## src/rtl/pwm_multi_channel.sv

```systemverilog
// Multi-channel PWM generator with a shared prescaled period counter,
// per-channel shadow/active duty registers and a small register file.
module pwm_multi_channel #(
  parameter int NUM_CH = 16,
  parameter int CNT_W  = 8,
  parameter int ADDR_W = $clog2(2*NUM_CH+1)
) (
  input  logic              clk,
  input  logic              rst_n,
  input  logic              wr_en,
  input  logic [ADDR_W-1:0] wr_addr,
  input  logic [CNT_W-1:0]  wr_data,
  input  logic [ADDR_W-1:0] rd_addr,
  output logic [CNT_W-1:0]  rd_data,
  output logic [NUM_CH-1:0] out,
  output logic              period_start
);

  localparam logic [CNT_W-1:0]  CNT_LAST   = CNT_W'((2**CNT_W) - 2);
  localparam logic [ADDR_W-1:0] PRESC_ADDR = ADDR_W'(2*NUM_CH);

  logic [CNT_W-1:0] pcnt;
  logic [CNT_W-1:0] presc;
  logic [CNT_W-1:0] cnt;
  logic [CNT_W-1:0] duty_shadow [NUM_CH];
  logic [CNT_W-1:0] duty_active [NUM_CH];
  logic [2:0]       ctrl        [NUM_CH];

  logic              tick;
  logic              wrap;
  logic              presc_we;
  logic [NUM_CH-1:0] duty_we;
  logic [NUM_CH-1:0] ctrl_we;
  logic [CNT_W-1:0]  cnt_n;
  logic [CNT_W-1:0]  active_n [NUM_CH];
  logic [2:0]        ctrl_n   [NUM_CH];
  logic [NUM_CH-1:0] out_n;
  logic [CNT_W-1:0]  rd_n;

  assign tick     = (pcnt == presc);
  assign wrap     = tick && (cnt == CNT_LAST);
  assign presc_we = wr_en && (wr_addr == PRESC_ADDR);

  always_comb begin
    // NOTE: every comb output gets a default first so no path can infer a latch.
    cnt_n = cnt;
    if (tick) cnt_n = wrap ? '0 : cnt + CNT_W'(1);
  end

  // The output register is fed from next-state values so out lines up with
  // cnt and period_start, and CTRL writes show on the very next output.
  always_comb begin
    for (int i = 0; i < NUM_CH; i++) begin
      duty_we[i]  = wr_en && (wr_addr == ADDR_W'(2*i));
      ctrl_we[i]  = wr_en && (wr_addr == ADDR_W'(2*i + 1));
      active_n[i] = duty_active[i];
      if (wrap) active_n[i] = duty_we[i] ? wr_data : duty_shadow[i];
      ctrl_n[i]   = ctrl_we[i] ? wr_data[2:0] : ctrl[i];
      out_n[i]    = ctrl_n[i][0] &
                    ((ctrl_n[i][1] ? (cnt_n < active_n[i]) : 1'b1) ^ ctrl_n[i][2]);
    end
  end

  always_comb begin
    rd_n = '0;
    if (rd_addr == PRESC_ADDR) rd_n = presc;
    for (int i = 0; i < NUM_CH; i++) begin
      if (rd_addr == ADDR_W'(2*i))     rd_n = duty_shadow[i];
      if (rd_addr == ADDR_W'(2*i + 1)) rd_n = CNT_W'(ctrl[i]);
    end
  end

  always_ff @(posedge clk) begin
    if (!rst_n) begin
      pcnt         <= '0;
      presc        <= '0;
      cnt          <= '0;
      out          <= '0;
      rd_data      <= '0;
      period_start <= 1'b0;
      // NOTE: these register arrays are architectural state that must read 0
      // after reset, so they are reset explicitly rather than left as RAM.
      for (int i = 0; i < NUM_CH; i++) begin
        duty_shadow[i] <= '0;
        duty_active[i] <= '0;
        ctrl[i]        <= '0;
      end
    end else begin
      pcnt         <= (presc_we || tick) ? '0 : pcnt + CNT_W'(1);
      if (presc_we) presc <= wr_data;
      cnt          <= cnt_n;
      out          <= out_n;
      rd_data      <= rd_n;
      period_start <= wrap;
      for (int i = 0; i < NUM_CH; i++) begin
        if (duty_we[i]) duty_shadow[i] <= wr_data;
        duty_active[i] <= active_n[i];
        ctrl[i]        <= ctrl_n[i];
      end
    end
  end

endmodule

```

## config.mk

```make
export PLATFORM = sky130hd
export DESIGN_NAME = pwm_multi_channel
export DESIGN_NICKNAME = d
export VERILOG_FILES = /design/src/rtl/pwm_multi_channel.sv
export SDC_FILE = /design/constraint.sdc
export NUM_CORES = 1
export LEC_CHECK = 0
export ABC_AREA = 1
export BUFFER_PORTS_ARGS = -buffer_cell sky130_fd_sc_hd__clkbuf_2
export CORE_UTILIZATION = 57
export CTS_CLUSTER_DIAMETER = 100
export DETAILED_ROUTE_END_ITERATION = 12
export GPL_ROUTABILITY_DRIVEN = 0
export PLACE_DENSITY = 0.8
export SLEW_MARGIN = 20
export SYNTH_ARGS = -nofsm -noshare
export SYNTH_HDL_FRONTEND = slang
export SYNTH_SLANG_ARGS = --single-unit
```

## constraint.sdc

```tcl
create_clock -name clk -period 5.35 [get_ports clk]
set_input_delay 0.2675 -clock clk [delete_from_list [all_inputs] [get_ports clk]]
set_output_delay 0.2675 -clock clk [all_outputs]
set_load 0.01 [all_outputs]
```

==> flow_metrics.py <==
metrics = {
    "timing": {
        "tns_ps": 0,
        "slew_headroom": 0.213,
        "rsz0062_at_grt": "false",
        "hold_viol": 0,
        "period_share": 0.750,
        "clock_skew_ps": 14.9,
        "min_period_ps": 4010,
        "fmax_ghz": 0.249,
        "worstMarginPinSlew_ps": 1180,
        "report.final.slew_viol_count": 0,
        "setup_viol": 0,
    },
    "logic_synthesis": {
        "ys_async_sr_fraction": 0,
        "synth-seq-cells": 353,
        "ys_seq_area_frac": 0.461,
        "synthTopCellsByArea": "dfxtp_1 25%, edfxtp_1 21%, nand2_1 9.5%, ha_1 7.9%, nor2_1 7.0%",
        "yosysUniqueCellTypes": 45,
        "ys.flop_type": "dfxtp_1",
        "syn-cell-area_mm2": 0.0181,
        "syn_nets": 2352,
        "yosysWarnings": 0,
        "synthCells": 2214,
        "netlist.area_leader.share": 0.249,
        "synth_edf_count": 128,
        "synth.largest_area_cell": "dfxtp_1",
        "syn_avg_cell_area_um2": 8.18,
    },
    "job": {
        "maxCapViolations": 0,
    },
    "floorplan": {
        "ioPinCount": 48,
        "dieArea_mm2": 0.0325,
        "initial_utilization": 0.586,
        "die_w_um": 180,
        "coreArea_mm2": 0.0309,
        "num_rows": 64,
        "die_h_um": 180,
    },
    "clock_network": {
        "cts_resized": 0,
        "hold_buffers": 0,
        "cts_setup_buffers": 0,
        "cts_tree": "done",
        "htreeDepth": 2,
        "cts.clk_slew.worst_paths_ps": 60,
        "clock_path_buffers": 3,
        "clkSinkCount": 353,
        "numCtsBuffers": 38,
        "clk-insertion-delay-late_ps": 540,
        "cts-root-buf": "clkbuf_16",
    },
    "finish": {
        "drive_gt1_frac": 0.0924,
        "syn_to_final_growth_pct": 9.73,
        "final_nets": 2361,
        "antennaDiodeCount": 0,
    },
    "detailed_routing": {
        "drtIter0Drc": 2148,
        "routed_wl_um": 56400,
        "ant_nets": 0,
        "routedWlPerCell_um": 21.3,
        "via_count": 16500,
        "dr.pass1.iters": 10,
        "viasPerCell": 6.23,
        "route.detailed.drc": 0,
    },
    "critical_path": {
        "worstPathMaxFanout": 10,
        "worst_ep_arrival_time_ps": 4420,
        "end_kind": "flip-flop",
        "path_class": "reg -> reg",
        "cpMaxStageDelayCell": "nor3_4",
        "cp.required_ps": 5760,
        "start_kind": "flip-flop",
        "r2r_start": "presc[3]",
        "crit_top_cell": "nor2_1",
        "startpoint": "presc[3]",
        "cp_cell_sequence": "xor2_1 -> nor4_1 -> nand2_2 -> nor2_1 -> inv_1 -> nor4_1 -> a21oi_1 -> nor3_4 -> buf_4 -> ha_1 -> nand2_1 -> nor2_1 -> nor2_1 -> a31oi_1 -> o21ai_1 -> a21oi_1",
        "slowest_delay_ps": 730,
    },
    "power": {
        "total_power_mw": 6.40,
        "peakVddDrop_uv": 221,
        "power_density_mw_per_mm2": 322,
        "p_leak_nw": 8.21,
    },
    "hold_path": {
        "hold_class": "in -> reg",
        "hp-start": "wr_data[2]",
    },
    "global_route": {
        "track_usage": 0.345,
        "grt_pass1_vias": 15600,
        "grt_pass1_wl_um": 86300,
        "grt_max_degree": 91,
        "overflow": 0,
        "antenna_found_initial": 0,
    },
    "run_status": {
        "status": "finished clean",
    },
    "placed_design": {
        "portBuffers": 47,
        "dp.final_hpwl_um": 37800,
    },
}
[worst paths after layout]
kind / end / slack [ps] / cells after the start
setup / recovery: out[13] / 1340 / 16
hold / removal: ctrl[1][11] / 180 / 3
setup reg to reg: out[13] / 1340 / 16
hold reg to reg: pcnt[0] / 480 / 1
[Yosys cell counts (4+ instances only)]
library cell  count
or2_2            35
dfxtp_1         225
a221oi_1          6
edfxtp_1        128
nand3_1          39
o21a_1           15
nor2_1          338
clkbuf_1         76
a21o_1            6
or2_1             4
inv_1           153
nor4_1            9
o21ai_0         169
nor2_2            4
buf_2            15
inv_2            19
a21oi_1          93
nor3_1           27
nor2_4            9
o211ai_1        107
a22oi_1           8
o21ai_1          30
nand2_1         460
ha_1            115
nand4_1          32
xor2_1           12
mux2i_1          37
a31oi_1          10
[power by group]
part | switching (mW) | internal [mW]
Clock | 1.10 | 1.49
Combinational | 0.601 | 0.293
Sequential | 0.0502 | 2.86
Total | 1.75 | 4.65
[placed cells by master (no fill, tap or decap), drive strengths merged]
cell	netlist	routed
nor3b	3	3
bufinv	0	1
o211ai	110	110
nor3	30	30
ha	115	115
clkbuf	76	103
a21oi	93	93
nor2	351	351
a22oi	8	8
a21o	6	6
dfxtp	225	225
o21a	15	15
xor2	12	12
mux2i	37	37
o21ai	200	200
clkinv	3	13
nand4	32	32
nand2	463	463
clkinvlp	0	2
buf	20	18
o22ai	1	1
nand3	40	40
a221oi	6	6
a31oi	10	10
inv	172	172
o2bb2ai	1	1
a211oi	1	1
o21bai	3	3
edfxtp	128	128
or2	41	41
nor4	12	12
[final cells by class]
cell class,instances,area [µm²]
timing repair buffer,65,408
sequential,353,8350
clock buffer,56,1110
multi-input combinational,1590,8740
inverter,175,662
tap,396,495
fill,2571,11000
clock inverter,13,100
[critical path, delay by kind of cell, from the launching register on]
kind                       cells  cell delay [ps]
adders and majority gates      1              270
DFF                            1              330
xor gates and xnor gates       1              170
AOI/OAI and AO/OA              4              530
and+or+nand+nor                8             2150
buffers and inverters          2              440
[layer usage]
metal	GRT usage	share of wire	wire length, µm	vias to the layer above
li1	-	-	-	7544
met1	0.451	0.38	21600	7685
met2	0.543	0.44	25000	1036
met3	0.0699	0.12	6790	225
met4	0.177	0.053	3010	0
met5	0	0	0	-
[flip-flops by register name (all words and copies together) (netlist names)]
register	cells
cnt	8
ctrl	48
duty_active	128
period_start	1
out	16
duty_shadow	128
presc	8
pcnt	8
rd_data	8
[per-stage QoR]
step	setup WS, ps	area, µm²	cells	utilization	hold slack (ps)
2_1_floorplan	1660	18100	2214	-	435
3_3_place_gp	1310	18600	2579	0.603	453
3_5_place_dp	1490	18600	2579	0.603	462
4_1_cts	1400	19900	2648	0.643	174
5_1_grt	995	19900	2648	0.643	193
6_report	1340	19900	2648	0.643	183
[cells by family after synthesis]
kind of cell / count (synthesis) / synth area share
adders and majority gates: 115 / 0.0795
AOI/OAI and AO/OA: 454 / 0.149
xor gates and xnor gates: 12 / 0.00581
muxes: 37 / 0.0205
buffers and inverters: 271 / 0.0585
DFF: 353 / 0.461
and+or+nand+nor: 972 / 0.226
No activity file was read; power rests on OpenSTA's default activity.
